--- src/rtl/pipe_adder_param.sv ---
// Segmented-carry pipelined adder/subtractor: WIDTH bits split into STAGES segments,
// one segment per stage, with valid/ready flow control and a single global stall.
module pipe_adder_param #(
   parameter int unsigned WIDTH  = 16,
   parameter int unsigned STAGES = 4
) (
   input  logic             clk,
   input  logic             rst_n,
   input  logic             in_valid,
   output logic             in_ready,
   input  logic [WIDTH-1:0] a,
   input  logic [WIDTH-1:0] b,
   input  logic             cin,
   input  logic             sub,
   output logic             out_valid,
   input  logic             out_ready,
   output logic [WIDTH-1:0] sum,
   output logic             cout,
   output logic             ovf
);

   localparam int unsigned SEG  = WIDTH / STAGES;
   localparam int unsigned LAST = STAGES - 1;

   // Per-stage registers. a_q/b_q carry the skewed operands forward, r_q collects the
   // finished (deskewed) low segments, c_q is the inter-segment carry.
   logic [WIDTH-1:0] a_q [STAGES];
   logic [WIDTH-1:0] b_q [STAGES];
   logic [WIDTH-1:0] r_q [STAGES];
   logic             c_q [STAGES];
   logic             v_q [STAGES];
   logic             ovf_q;

   logic [WIDTH-1:0] a_src [STAGES];
   logic [WIDTH-1:0] b_src [STAGES];
   logic [WIDTH-1:0] r_src [STAGES];
   logic             c_src [STAGES];
   logic             v_src [STAGES];
   logic [WIDTH-1:0] r_nxt [STAGES];
   logic             c_nxt [STAGES];
   logic [SEG:0]     seg_sum;
   logic             ovf_nxt;
   logic             stall;

   assign stall     = v_q[LAST] && !out_ready;
   assign in_ready  = !stall;
   assign out_valid = v_q[LAST];
   assign sum       = r_q[LAST];
   assign cout      = c_q[LAST];
   assign ovf       = ovf_q;

   // Stage 0 is fed by the prepared operands; later stages by their predecessor.
   always_comb begin
      a_src[0] = a;
      b_src[0] = sub ? ~b : b;
      r_src[0] = '0;
      c_src[0] = sub | cin;
      v_src[0] = in_valid;
      for (int unsigned k = 1; k < STAGES; k++) begin
         a_src[k] = a_q[k-1];
         b_src[k] = b_q[k-1];
         r_src[k] = r_q[k-1];
         c_src[k] = c_q[k-1];
         v_src[k] = v_q[k-1];
      end
   end

   always_comb begin
      seg_sum = '0;
      for (int unsigned k = 0; k < STAGES; k++) begin
         seg_sum  = {1'b0, a_src[k][k*SEG +: SEG]}
                  + {1'b0, b_src[k][k*SEG +: SEG]}
                  + {{SEG{1'b0}}, c_src[k]};
         r_nxt[k] = r_src[k];
         r_nxt[k][k*SEG +: SEG] = seg_sum[SEG-1:0];
         c_nxt[k] = seg_sum[SEG];
      end
   end

   assign ovf_nxt = (a_src[LAST][WIDTH-1] == b_src[LAST][WIDTH-1])
                 && (r_nxt[LAST][WIDTH-1] != a_src[LAST][WIDTH-1]);

   // Data registers load only behind a valid token so outputs keep their last result.
   always_ff @(posedge clk or negedge rst_n) begin
      if (!rst_n) begin
         for (int unsigned k = 0; k < STAGES; k++) begin
            a_q[k] <= '0;
            b_q[k] <= '0;
            r_q[k] <= '0;
            c_q[k] <= 1'b0;
            v_q[k] <= 1'b0;
         end
         ovf_q <= 1'b0;
      end else if (!stall) begin
         for (int unsigned k = 0; k < STAGES; k++) begin
            v_q[k] <= v_src[k];
            if (v_src[k]) begin
               a_q[k] <= a_src[k];
               b_q[k] <= b_src[k];
               r_q[k] <= r_nxt[k];
               c_q[k] <= c_nxt[k];
            end
         end
         if (v_src[LAST]) ovf_q <= ovf_nxt;
      end
   end

endmodule

--- config.mk ---
export PLATFORM = sky130hd
export DESIGN_NAME = pipe_adder_param
export DESIGN_NICKNAME = d
export VERILOG_FILES = /design/src/rtl/pipe_adder_param.sv
export SDC_FILE = /design/constraint.sdc
export NUM_CORES = 1
export LEC_CHECK = 0
export BUFFER_PORTS_ARGS = -buffer_cell sky130_fd_sc_hd__buf_2
export CORE_UTILIZATION = 45
export DETAILED_ROUTE_END_ITERATION = 10
export PLACE_DENSITY = 0.63
export SKIP_LAST_GASP = 1
export SYNTH_ARGS = -nofsm -noshare
export SYNTH_HDL_FRONTEND = slang
export SYNTH_SLANG_ARGS = --single-unit
--- constraint.sdc ---
create_clock -name clk -period 4.82 [get_ports clk]
set_input_delay 0.241 -clock clk [delete_from_list [all_inputs] [get_ports clk]]
set_output_delay 0.241 -clock clk [all_outputs]
set_load 0.05 [all_outputs]
# Word-level counts from Yosys, hierarchy flattened
# Index checks and enable logic that the tools add are counted.
# word_totals
reg_bits	145
input_bits	38
# classes
n_addsub	8
n_eq_ne	2
mux	1
bitwise_logic	3
reduce_logical	8
# op_table
cell	n
$add 4x4->5	4
$add 5x1->5	4
$mux 16	1
$not 16->16	1
$reduce_and 2->1	4
$logic_and 1x1->1	2
$logic_not 1->1	2
$eq 1x1->1	1
$ne 1x1->1	1
$not 1->1	1
$or 1x1->1	1

# Longest topological paths before layout
# Gate-level depths: netlist of run 1.
# depth
ltp_word	4
ltp_mapped	8
ltp_nobuf	6

# Worst setup path before layout of run 1
# OpenSTA, ideal clock, no wires.
# synth_timing
kind	input-to-reg
startpoint	input sub
endpoint	register c_q[3] (netlist name)
arrival_ns	2.068
path_slack_ns	2.623
cell_stages	8
cell_sequence	buf_2 -> buf_2 -> or2_2 -> fa_1 -> fa_1 -> a21o_1 -> a21oi_1 -> o21ai_0
# synth_via
elab_chain_cells	3
word_cells_on_any_way	4
classes_between	add/sub (2); mux (1); bitwise (1)
# synth_rtl
element	line_no	rtl
from (decl)	14	input logic sub,
$mux 16	55	b_src[0] = sub ? ~b : b;
$add 4x4->5	72	+ {1'b0, b_src[k][k*SEG +: SEG]}
$add 5x1->5 (*)	73	+ {{SEG{1'b0}}, c_src[k]};
to (signal, indexed assignment)	101	c_q[k] <= c_nxt[k];
to (decl)	30	logic c_q [STAGES];
# Mark *: on every way between the ends. The rest lies on a longest branch, timed or not.
# A chain may end at the register's enable or synchronous reset.

# Worst setup path after layout of run 1
# layout_timing
startpoint	register v_q, in the netlist out_valid
endpoint	register b_q[47] (netlist name)
# layout_via
elab_chain_cells	3
# layout_rtl
element	line_no	rtl
from (decl)	31	logic v_q [STAGES];
from (signal, indexed assignment)	96	v_q[k] <= v_src[k];
$logic_and 1x1->1	45	assign stall = v_q[LAST] && !out_ready;
$not 1->1 (no source line)	-	
$reduce_and 2->1 (no source line)	-	
to (signal, indexed assignment)	99	b_q[k] <= b_src[k];
to (decl)	28	logic [WIDTH-1:0] b_q [STAGES];
# Every way passes these cells.

==> results of run 1 <==
## routing by layer
layer  share of wire [%]  routed length (µm)  global-route usage, %  up-vias
li1                    -                   -                      -     1258
met3                 3.1                 245                   2.91       13
met5                   0                   0                      0        -
met2                  46                3580                   26.2       45
met1                  49                3850                   23.4     1280
met4                 1.8                 137                   7.36        0
## path summary, 6_finish.rpt
path | start | to | slack [ns] | cells after the start
max | out_valid$_DFFE_PN0N_ | b_q[47]$_DFFE_PN0P_ | 2.70 | 4
min | a[7] | a_q[55]$_DFFE_PN0P_ | 0.1 | 2
max reg2reg | out_valid$_DFFE_PN0N_ | b_q[47]$_DFFE_PN0P_ | 2.70 | 4
min reg2reg | r_nxt[22]$_DFFE_PN0P_ | r_nxt[6]$_DFFE_PN0P_ | 0.50 | 1
max in group asynchronous | rst_n | r_nxt[20]$_DFFE_PN0P_ | 3.34 | 3
min in group asynchronous | rst_n | a_q[57]$_DFFE_PN0P_ | 0.38 | 2
## synthesized netlist by cell type (3+ instances only)
library cell  instances
a21boi_0              5
a21o_1                3
a21oi_1              10
and3b_1               3
buf_2                 3
buf_6                 5
clkbuf_1              4
dfrtp_1              97
fa_1                  8
ha_1                 12
inv_1                10
mux2_2               49
mux2_4               16
nand3_1               6
o21ai_0              50
o31ai_1               4
xnor2_1              13
xor2_1                7
## cells by family (layout without fill, tap and decap cells)
logic type,count (synthesis),in the layout
DFF,97,97
AOI/OAI and AO/OA,75,75
muxes,65,65
buffers and inverters,25,86
and+or+nand+nor,21,21
adders and majority gates,20,20
xor gates and xnor gates,20,20
## stage by stage
step | worst slack (ns) | total power [mW] | util (%) | instances | hold WS, ns
final | 2.70 | 3.38 | 53.0 | 513 | 0.0984
after floorplan | 2.62 | 2.59 | - | 323 | -0.0546
after global routing | 2.54 | 3.61 | 53.0 | 513 | 0.0870
after detailed placement | 2.58 | 2.90 | 50.9 | 496 | 0.265
after global placement | 2.63 | 2.85 | 50.9 | 496 | 0.260
after CTS | 2.67 | 3.41 | 53.0 | 513 | 0.0908
## flip-flops by register name, summed over array words and instances (netlist names)
| signal | flops |
|---|---|
| ovf | 1 |
| b_q | 24 |
| a_q | 24 |
| c_q | 3 |
| sum | 16 |
| v_q | 3 |
| out_valid | 1 |
| r_nxt | 24 |
| cout | 1 |
## final cells by class
type                    count  area, µm²  share of cell area, %
repair buffers             59        305                   6.15
inverters                  11       46.3                  0.932
multi-input cells         201       1840                   37.1
clock buffers               9        124                   2.49
clock inverters             7       61.3                   1.23
flip-flops and latches     97       2430                   48.9
well taps                 129        161                   3.25
## power breakdown
| part | switching [mW] | internal [mW] |
|---|---|---|
| Sequential | 0.212 | 1.18 |
| Combinational | 0.816 | 0.670 |
| Clock | 0.301 | 0.197 |
| Total | 1.33 | 2.05 |
==> flow_summary.yaml, run 1 <==
run:
  cap_violations: 0
timing:
  setup-tns-final_ns: 0
  max_freq_mhz: 472
  worst_slew_pin_slew_ns: 0.689
  slew_viol_final: 0
  skew_ns: 0.0118
  setup_viol: 0
  rsz0062_at_grt: "no"
  fin_crit_sh_pct: 44.0
  hold_viol_final: 0
  post-route-min-period_ns: 2.12
  relSlewSlack_pct: 54.1
grt:
  grt_start_max_net_pins: 58
  grt_pass1_vias: 2613
  antenna_found_initial: 0
  grt-ovfl-total: 0
  grt_pass1_wl_um: 13000
  grt.total_usage_pct: 16.9
synthesis:
  synth_compound_area_share_pct: 9.55
  synth_top_family_by_area: "multiplexers"
  synth_simple_gate_area_share_pct: 3.20
  async_flop_share_pct: 100
  yosysWarnings: 0
  avgSynthCellArea_um2: 13.7
  synthMuxAreaShare_pct: 17.9
  ys_seq_area_share_pct: 55.0
  synth_edf_count: 0
  synth_seq_cells: 97
  synth_top_area_cell: "dfrtp_1"
  synth_fa_ha_area_share_pct: 7.03
  ys.flop_type: "dfrtp_1"
  yosysTopAreaCellShare_pct: 55.0
  synthCells: 323
  synth_area_mm2: 0.00442
  syn_nets: 381
  ys_top_cells_by_area: "dfrtp_1 (55%), mux2_2 (12%), o21ai_0 (5.7%), mux2_4 (5.4%), fa_1 (3.6%)"
  synth.distinct_cells: 30
  synth-xor-area-share_pct: 3.97
floorplanning:
  rows: 35
  start_util_pct: 47.1
  die_y_um: 101
  pin_count: 58
  dieArea_mm2: 0.0102
  design.core.area_mm2: 0.00937
  die_w_um: 101
detailed_routing:
  wl_per_cell_um: 15.2
  firstDrtPassIters: 4
  num_vias: 2596
  routed_wl_um: 7810
  drt_iter0_drc: 96
  ant_nets: 0
  viasPerCell: 5.06
  route.detailed.drc: 0
finish:
  fillCellCount: 844
  drive_gt1_share_pct: 38.3
  final_cell_mix: "dfrtp_1 (97), buf_2 (56), o21ai_0 (50), mux2_2 (49), mux2_4 (16)"
  layout_commonest_cell: "dfrtp_1"
  diodes: 0
  syn_to_final_growth_pct: 12.5
  fin_nets: 437
  stdcell_area_mm2: 0.00497
clock_network:
  ctsRootBufferMaster: "clkbuf_8"
  post_cts_buffers: 0
  path_clk_slew_ns: 0.10
  clk_path_buf_depth: 2
  cts_tree: "done"
  htreeDepth: 3
  cts_sinks: 97
  numCtsBuffers: 9
  cts_resized: 0
  cts_hold_buf: 1
  clock_latency_ns: 0.36
setup_path:
  slowest_stage: "nor2b_4"
  startpoint_type: "flop"
  crit_path_end_kind: "flop"
  worstPathRequired_ns: 5.07
  critPathMaxFanout: 28
  max_stage_delay_ns: 0.58
  critPathKind: "flop to flop"
  cp_top_family: "simple AND/OR/NAND/NOR gates"
  critical_path_buf_inv_count: 1
  crit_chain: "nor2b_4 -> inv_6 -> nand2_2 -> mux2_2"
  critPathArrivalTime_ns: 2.37
placement:
  postPlaceCellArea_mm2: 0.00477
  post-dp-hpwl_um: 5440
  numPortBuffers: 57
  place.gp.congestion: 0.749
power_and_ir_drop:
  pwr_density_cell_mw_per_mm2: 680
  vdd_ir_drop_max_mv: 0.230
  leakagePower_nw: 2.29
min_path:
  hold_path.class: "input port to flop"
outcome:
  status: "complete, no violations"
(Power assumes the default switching activity.)
==> run 2, diff against run 1 <==
==> constraint.sdc (replaced) <==
create_clock -name clk -period 1.95 [get_ports clk]
set_input_delay 0.0975 -clock clk [delete_from_list [all_inputs] [get_ports clk]]
set_output_delay 0.0975 -clock clk [all_outputs]
set_load 0.05 [all_outputs]
==> flow_summary.yaml, run 2 (synthesis gave the netlist of run 1 again) <==
outcome:
  status: "complete, no violations"
timing:
  post-route-min-period_ns: 1.83
  slew_viol_final: 0
  setup_viol: 0
  relSlewSlack_pct: 66.1
  fin_crit_sh_pct: 94.0
  setup-tns-final_ns: 0
  max_freq_mhz: 545
  hold_viol_final: 0
  rsz0062_at_grt: "no"
  layout_setup_ws_ns: 0.117
  skew_ns: 0.0109
  worst_slew_pin_slew_ns: 0.508
placement:
  place.gp.congestion: 0.760
  postPlaceCellArea_mm2: 0.00486
  numPortBuffers: 57
  dp_slack_ns: 0.0516
  post-dp-hpwl_um: 5500
finish:
  layout_commonest_cell: "dfrtp_1"
  diodes: 0
  syn_to_final_growth_pct: 18.1
  final_cell_mix: "dfrtp_1 (97), buf_2 (56), o21ai_0 (50), mux2_2 (49), mux2_4 (16)"
  finalCoreUtilization_pct: 55.6
  stdcell_area_mm2: 0.00522
  fin_nets: 454
  drive_gt1_share_pct: 38.7
setup_path:
  startpoint_type: "flop"
  critPathMaxFanout: 3
  critPathArrivalTime_ns: 2.05
  crit_path_end_kind: "flop"
  cp_top_family: "adder cells"
  critical_path_buf_inv_count: 0
  max_stage_delay_ns: 0.44
  crit_chain: "fa_2 -> fa_1 -> a21o_1 -> a21oi_1 -> o21ai_0"
  slowest_stage: "fa_2"
  worstPathRequired_ns: 2.17
  critPathKind: "flop to flop"
floorplanning:
  start_util_pct: 47.1
  dieArea_mm2: 0.0102
  die_y_um: 101
  rows: 35
  die_w_um: 101
  pin_count: 58
  design.core.area_mm2: 0.00937
power_and_ir_drop:
  internal_power_mw: 5.45
  p_sw_share_pct: 37.4
  switchingPower_mw: 3.25
  comb_power_share_pct: 43.3
  leakagePower_nw: 2.40
  pwr_density_cell_mw_per_mm2: 1670
  vdd_ir_drop_max_mv: 0.563
  seqPwrFrac_pct: 39.5
  clkPwrFrac_pct: 17.2
  p_total_mw: 8.70
detailed_routing:
  route.detailed.drc: 0
  routed_wl_um: 7960
  firstDrtPassIters: 5
  ant_nets: 0
  wl_per_cell_um: 15.0
  num_vias: 2646
  viasPerCell: 4.99
  drt_iter0_drc: 106
clock_network:
  clock_latency_ns: 0.35
  numCtsBuffers: 9
  post_cts_buffers: 0
  clk_path_buf_depth: 2
  path_clk_slew_ns: 0.09
  cts_sinks: 97
  ctsRootBufferMaster: "clkbuf_8"
  htreeDepth: 3
  cts_tree: "done"
grt:
  grt.total_usage_pct: 17.3
  grt_start_max_net_pins: 98
  grt-ovfl-total: 0
  antenna_found_initial: 0
  grt_pass1_wl_um: 13300
  grt_pass1_vias: 2606
min_path:
  hold_path.class: "input port to flop"
run:
  cap_violations: 0
[run 2: final timing paths]
path / from / to / slack (ns) / depth (start not counted)
max reg2reg: a_q[28]$_DFFE_PN0P_ / cout$_DFFE_PN0P_ / 0.12 / 5
max in group asynchronous: rst_n / r_nxt[6]$_DFFE_PN0P_ / 1.24 / 3
max: a_q[28]$_DFFE_PN0P_ / cout$_DFFE_PN0P_ / 0.12 / 5
min in group asynchronous: rst_n / a_q[58]$_DFFE_PN0P_ / 0.32 / 3
min: b[10] / b_q[58]$_DFFE_PN0P_ / 0.02 / 3
min reg2reg: b_q[59]$_DFFE_PN0P_ / b_q[43]$_DFFE_PN0P_ / 0.49 / 1
[run 2: timing repair]
action                                 in CTS  in global routing
setup endpoints to repair                   0                  1
resized for setup                           0                  1
hold buffers                               12                  0
endpoints found under the hold margin     108                  0
[run 2: stage by stage]
step | cells | hold WS, ns
3_5_place_dp | 502 | 0.192
2_1_floorplan | 323 | -0.198
4_1_cts | 530 | 0.0189
5_1_grt | 530 | 0.0116
6_report | 530 | 0.0248
3_3_place_gp | 502 | 0.190
[run 2: layout make-up]
cell class | count | area (µm²)
inverters | 11 | 46.3
well taps | 129 | 161
multi-input cells | 201 | 1850
fillers | 811 | 4160
repair buffers | 76 | 498
clock buffers | 11 | 151
flip-flops and latches | 97 | 2430
clock inverters | 5 | 85.1
[run 2: power by group through the flow]
stage,clock network [mW],logic [mW],registers (mW)
after floorplan,0,2.41,3.99
after global placement,0,3.68,3.45
after detailed placement,0,3.79,3.49
after CTS,1.54,3.81,3.45
after global routing,1.64,4.16,3.56
final,1.50,3.77,3.44
[run 2: worst register-to-register path, delay by kind of cell, from the launching register on]
family,cells,cell delay (ns)
adder cells (fa/ha/maj),2,0.88
AO/OA/AOI/OAI,3,0.41
flip-flops,1,0.42
[run 2: routing by layer]
metal  track usage, %  share of wire (%)
met5                0                  0
met4             4.35               0.62
met3             3.95                2.9
met2             25.9                 46
met1             25.4                 51
